===== src/rtl/heart_sequencer_pkg.sv =====
// Shared types for the heart sprite sequencer: beat FSM states and bounce direction.
package heart_sequencer_pkg;

    typedef enum logic [2:0] {
        S_IDLE = 3'd0,
        S_LUB  = 3'd1,
        S_GAP  = 3'd2,
        S_DUB  = 3'd3,
        S_REST = 3'd4
    } state_t;

    typedef enum logic {
        DIR_POS = 1'b0,
        DIR_NEG = 1'b1
    } dir_t;

    function automatic logic is_beat(input state_t s);
        return (s == S_LUB) || (s == S_DUB);
    endfunction

endpackage


===== src/rtl/heart_sequencer_bounce_axis.sv =====
// One screen axis of the bouncing heart: position/direction registers with edge reflection.
module bounce_axis
    import heart_sequencer_pkg::*;
#(
    parameter int unsigned RES  = 640,
    parameter int unsigned DIM  = 100,
    parameter int unsigned STEP = 2,
    parameter int unsigned P0   = 64
) (
    input  logic       clk,
    input  logic       rst,
    input  logic       tick,
    input  logic [3:0] scale,
    output logic [9:0] pos
);

    dir_t        dir;
    logic [10:0] size;
    logic [11:0] reach;

    assign size  = 11'(scale) * 11'(DIM);
    // widened so pos+STEP+size cannot wrap before the edge compare
    assign reach = 12'(pos) + 12'(STEP) + 12'(size);

    always_ff @(posedge clk) begin
        if (rst) begin
            pos <= 10'(P0);
            dir <= DIR_POS;
        end else if (tick) begin
            if (dir == DIR_POS) begin
                if (reach >= 12'(RES)) begin
                    pos <= 10'(11'(RES) - size);
                    dir <= DIR_NEG;
                end else begin
                    pos <= pos + 10'(STEP);
                end
            end else begin
                if (pos < 10'(STEP)) begin
                    pos <= '0;
                    dir <= DIR_POS;
                end else begin
                    pos <= pos - 10'(STEP);
                end
            end
        end
    end

endmodule


===== src/rtl/heart_sequencer.sv =====
// Frame-synchronous lub-dub beat and bounce controller for the heart sprite renderer.
// Optional macro HEART_PULSE_SCALE_EN enlarges the sprite by one scale step during beats.
module heart_sequencer
    import heart_sequencer_pkg::*;
#(
    parameter int unsigned H_RES       = 640,
    parameter int unsigned V_RES       = 480,
    parameter int unsigned WIDTH_ROM   = 100,
    parameter int unsigned HEIGHT_ROM  = 92,
    parameter int unsigned BASE_SCALE  = 2,
    parameter int unsigned ON_FRAMES   = 6,
    parameter int unsigned GAP_FRAMES  = 8,
    parameter int unsigned REST_FRAMES = 30,
    parameter int unsigned STEP        = 2,
    parameter int unsigned X0          = 64,
    parameter int unsigned Y0          = 48
) (
    input  logic       clk,
    input  logic       rst,
    input  logic       frame_start,
    input  logic       enable,
    output logic       show,
    output logic [9:0] x_scr,
    output logic [9:0] y_scr,
    output logic [3:0] wpixel,
    output logic [3:0] hpixel
);

    state_t     state, state_nx;
    logic [7:0] frame_cnt, cnt_nx;
    logic       last;
    logic       tick;
    logic       beat_nx;
    logic [3:0] scale_nx;

    always_comb begin
        state_nx = state;
        cnt_nx   = frame_cnt;
        tick     = 1'b0;
        last     = 1'b0;
        case (state)
            S_LUB, S_DUB: last = (frame_cnt == 8'(ON_FRAMES - 1));
            S_GAP:        last = (frame_cnt == 8'(GAP_FRAMES - 1));
            S_REST:       last = (frame_cnt == 8'(REST_FRAMES - 1));
            default:      last = 1'b0;
        endcase
        if (frame_start) begin
            if (!enable) begin
                state_nx = S_IDLE;
                cnt_nx   = '0;
            end else begin
                // every enabled frame moves the sprite, IDLE->LUB included
                tick   = 1'b1;
                cnt_nx = last ? '0 : frame_cnt + 8'd1;
                case (state)
                    S_IDLE: begin
                        state_nx = S_LUB;
                        cnt_nx   = '0;
                    end
                    S_LUB:   if (last) state_nx = S_GAP;
                    S_GAP:   if (last) state_nx = S_DUB;
                    S_DUB:   if (last) state_nx = S_REST;
                    S_REST:  if (last) state_nx = S_LUB;
                    default: begin
                        state_nx = S_IDLE;
                        cnt_nx   = '0;
                    end
                endcase
            end
        end
        beat_nx = is_beat(state_nx);
    end

`ifdef HEART_PULSE_SCALE_EN
    logic [3:0] scale_q;

    assign scale_nx = beat_nx ? 4'(BASE_SCALE + 1) : 4'(BASE_SCALE);
    assign wpixel   = scale_q;
    assign hpixel   = scale_q;

    always_ff @(posedge clk) begin
        if (rst) scale_q <= 4'(BASE_SCALE);
        else     scale_q <= scale_nx;
    end
`else
    assign scale_nx = 4'(BASE_SCALE);
    assign wpixel   = 4'(BASE_SCALE);
    assign hpixel   = 4'(BASE_SCALE);
`endif

    always_ff @(posedge clk) begin
        if (rst) begin
            state     <= S_IDLE;
            frame_cnt <= '0;
            show      <= 1'b0;
        end else begin
            state     <= state_nx;
            frame_cnt <= cnt_nx;
            show      <= beat_nx;
        end
    end

    // axes see the scale of the coming frame so a scale step also clamps position
    bounce_axis #(
        .RES (H_RES),
        .DIM (WIDTH_ROM),
        .STEP(STEP),
        .P0  (X0)
    ) u_axis_x (
        .clk  (clk),
        .rst  (rst),
        .tick (tick),
        .scale(scale_nx),
        .pos  (x_scr)
    );

    bounce_axis #(
        .RES (V_RES),
        .DIM (HEIGHT_ROM),
        .STEP(STEP),
        .P0  (Y0)
    ) u_axis_y (
        .clk  (clk),
        .rst  (rst),
        .tick (tick),
        .scale(scale_nx),
        .pos  (y_scr)
    );

endmodule


===== config.mk =====
export PLATFORM = sky130hd
export DESIGN_NAME = heart_sequencer
export DESIGN_NICKNAME = d
export VERILOG_FILES = /design/src/rtl/heart_sequencer_pkg.sv /design/src/rtl/heart_sequencer_bounce_axis.sv /design/src/rtl/heart_sequencer.sv
export SDC_FILE = /design/constraint.sdc
export NUM_CORES = 1
export LEC_CHECK = 0
export CAP_MARGIN = 0
export CORE_UTILIZATION = 30
export DETAILED_ROUTE_END_ITERATION = 10
export GPL_ROUTABILITY_DRIVEN = 0
export PLACE_DENSITY = 0.54
export SETUP_SLACK_MARGIN = 0.3
export SYNTH_ARGS = -nofsm -noshare
export SYNTH_HDL_FRONTEND = slang
export SYNTH_SLANG_ARGS = --single-unit

===== constraint.sdc =====
create_clock -name clk -period 2.3 [get_ports clk]
set_input_delay 0.46 -clock clk [delete_from_list [all_inputs] [get_ports clk]]
set_output_delay 0.46 -clock clk [all_outputs]
set_load 0.01 [all_outputs]

==> run_results.csv <==
group,metric,value,unit
synthesis,synth_ff_type,"dfxtp_1",
min_path,hp-class,"reg2reg",
clock_network,cts_htree_levels,2,
synthesis,synthAdderAreaFrac,3.48,%
clock_network,cts_buffers,5,
synthesis,synth_xor_area_share,5.18,%
floorplanning,num_rows,34,
sta,worstMarginPinSlew,0.670,ns
setup_path,cp_slowest_cell,"dfxtp_4",
sta,fin_ws,0.108,ns
sta,rsz0062_at_grt,"true",
synthesis,synthDistinctLibCells,72,
drt,wirelength,8070,um
pwr,power.leakage,1.49,nW
synthesis,yosys.area.top_type,"dfxtp_1",
clock_network,clk_pin_slew_worst_paths,0.07,ns
synthesis,synth_seq_cells,32,
global_route,grt_max_degree,18,
synthesis,ys.warnings.count,0,
run_status,status,"finished, final reports clean",
sta,max_freq,456,MHz
synthesis,synth-simple-area-share,29.2,%
setup_path,cp_top_family,"compound AO/OA/AOI/OAI gates",
setup_path,rr_startpoint,"u_axis_y.pos[3]$_SDFFE_PP0P_",
setup_path,critPathMaxStageDelay,0.37,ns
setup_path,critPathCaptureType,"register",
global_route,grt_overflow,0,
floorplanning,start_util,31.5,%
clock_network,clock_latency,0.28,ns
pwr,peakVddDrop,245,uV
floorplanning,die_w,98.7,um
sta,fin_crit_sh,95.3,%
synthesis,synth-seq-area-share,22.9,%
setup_path,path_cells,"buf_4, xnor2_2, ha_2, o311a_1, a32o_1, o21ai_1, a211o_2, or2_4, o41ai_2",
placement,dp_hpwl,5690,um
layout,drive_above_1_share,36.5,%
drt,dr_total_vias,3082,
pwr,power_density,495,nW/um^2
setup_path,arrival,2.37,ns
floorplanning,num_io_pins,33,
pwr,finalPower,1.99,mW
drt,drc_errors,0,
clock_network,cts_tree,"done",
flow_run,maxCapViolCount,0,
synthesis,synth_edf_count,0,
global_route,grt_antenna_before_repair,0,
synthesis,yosysMostFrequentCell,"nor2_1",
layout,fin_cells,555,
floorplanning,die_h,98.7,um
synthesis,synth_common_cells,"nor2_1 (34), dfxtp_1 (32), o21ai_0 (30)",
sta,fin_crit,2.19,ns
sta,fin_tns_setup,0,ns
sta,relSlewSlack,55.3,%
sta,clock-skew-final,0.00807,ns
global_route,grt_pass1_vias,2752,
sta,finalHoldViolCount,0,
global_route,grt_first_pass_wirelength,12900,um
floorplanning,die_area,9730,sq um
setup_path,path_buf_inv,1,
synthesis,synth_compound_area_share,27.5,%
layout,nets,457,
drt,wl_per_cell,14.5,um
layout,area_growth,43.2,%
drt,first_pass_iters,5,
placement,post-place-ws,-0.0555,ns
setup_path,startpoint,"u_axis_y.pos[3]$_SDFFE_PP0P_",
synthesis,synthArstFlopShare,0,%
clock_network,cts_buffer_depth,2,
clock_network,root_buffer,"clkbuf_8",
setup_path,worstPathRequired,2.48,ns
setup_path,critPathLaunchType,"register",
global_route,grt_use_total,16.1,%
synthesis,synth_area_leaders,"dfxtp_1 (23%), o21ai_0 (5.4%), a21oi_1 (5.2%)",
setup_path,critical_path_class,"reg2reg",
floorplanning,coreArea,8890,sq um
drt,drt_iter0_markers,148,
synthesis,muxShareOfSynthArea,2.19,%
synthesis,synth_area,2800,sq um
clock_network,cts.sinks,32,
sta,setup_viol,0,
synthesis,synth_area_per_cell,7.38,sq um
synthesis,synth_top_family_by_area,"simple AND/OR/NAND/NOR gates",
drt,postRouteAntennaNets,0,
min_path,min-delay-start,"frame_cnt[7]$_SDFFE_PP0P_",
synthesis,syn_inst,380,
sta,finalMaxSlewViolations,0,
synthesis,netlist.area_leader.share,22.9,%
drt,vias_per_cell,5.55,
placement,io_buffers,22,
placement,dp_cells,530,
layout,n_antenna_cell,0,
setup_path,cp_max_fo,7,
==> layout by cell type, fill, tap and decap left out, types with 5 or more instances in the layout <==
cell | synthesis | layout
buf_4 | 14 | 64
nor2_1 | 34 | 33
o21ai_0 | 30 | 26
a21oi_1 | 29 | 26
nand2_1 | 28 | 22
clkdlybuf4s50_1 | 0 | 22
dfxtp_1 | 32 | 16
nand3_1 | 15 | 12
inv_1 | 11 | 10
conb_1 | 2 | 10
dfxtp_2 | 0 | 10
nor3_1 | 11 | 9
nor3b_1 | 9 | 7
o22ai_1 | 8 | 6
buf_6 | 0 | 6
dfxtp_4 | 0 | 6
xnor2_1 | 8 | 5
nand4_1 | 5 | 5
nor4_1 | 6 | 5
mux2i_1 | 5 | 5
clkbuf_8 | 0 | 5
==> layer usage <==
metal	track usage (%)	part of all wire (%)	vias up
met4	4.94	1.0	0
met1	21.9	49	1486
li1	-	-	1516
met3	2.84	3.0	8
met5	0	0	-
met2	25.9	47	72
==> metrics by stage <==
step | cell area [sq um] | hold slack [ns] | utilization (%)
after floorplan | 2940 | 0.481 | -
after global placement | 3430 | 0.508 | 38.6
after detailed placement | 3430 | 0.517 | 38.6
after CTS | 3740 | 0.533 | 42.1
after global routing | 4010 | 0.558 | 45.1
final | 4010 | 0.529 | 45.1
==> area by class of cell <==
type / instances / area (sq um)
Clock inverter: 2 / 35.0
Inverter: 11 / 41.3
Timing Repair Buffer: 92 / 768
Sequential cell: 32 / 676
Fill cell: 862 / 4880
Clock buffer: 6 / 72.6
Multi-Input combinational cell: 304 / 2290
Tap cell: 108 / 135
==> repair_timing <==
action,in CTS,in global routing
gates resized for setup,37,44
hold buffers,0,0
buffers inserted,10,7
pin swaps,30,20
endpoints found under the setup margin,21,24
==> kinds of logic (layout without fill, tap and decap cells) <==
| family | Yosys count | after routing |
|---|---|---|
| XOR/XNOR | 15 | 15 |
| flip-flops | 32 | 32 |
| buffers and inverters | 52 | 111 |
| AO/OA/AOI/OAI | 116 | 116 |
| multiplexers | 6 | 6 |
| AND/OR/NAND/NOR | 149 | 149 |
| other | 2 | 10 |
| adder cells (fa/ha/maj) | 8 | 8 |
==> worst register-to-register path, cell delays in order, from the launching register on <==
cell and delay (ns):
dfxtp_4 0.37, buf_4 0.16, xnor2_2 0.16, ha_2 0.22
o311a_1 0.16, a32o_1 0.14, o21ai_1 0.07, a211o_2 0.37
or2_4 0.27, o41ai_2 0.18
==> where the power goes <==
group,leakage (nW),total [mW],internal [mW],switching [mW]
registers,0.268,0.675,0.599,0.0764
clock network,0.0552,0.531,0.321,0.210
logic,1.17,0.780,0.409,0.370
total,1.49,1.99,1.33,0.657
==> path summary, 6_finish.rpt <==
| path | endpoint | slack, ns | cells past startpoint |
|---|---|---|---|
| max | u_axis_y.pos[4]$_SDFFE_PP1P_ | 0.11 | 9 |
| min | frame_cnt[7]$_SDFFE_PP0P_ | 0.53 | 2 |
| max reg2reg | u_axis_y.pos[4]$_SDFFE_PP1P_ | 0.11 | 9 |
| min reg2reg | frame_cnt[7]$_SDFFE_PP0P_ | 0.53 | 2 |
==> registers in the layout, summed over array words and instances (netlist names) <==
register,flops
u_axis_x.pos,9
u_axis_y.pos,9
u_axis_x.dir,1
frame_cnt,8
state,3
show,1
u_axis_y.dir,1
(Power assumes the default switching activity.)
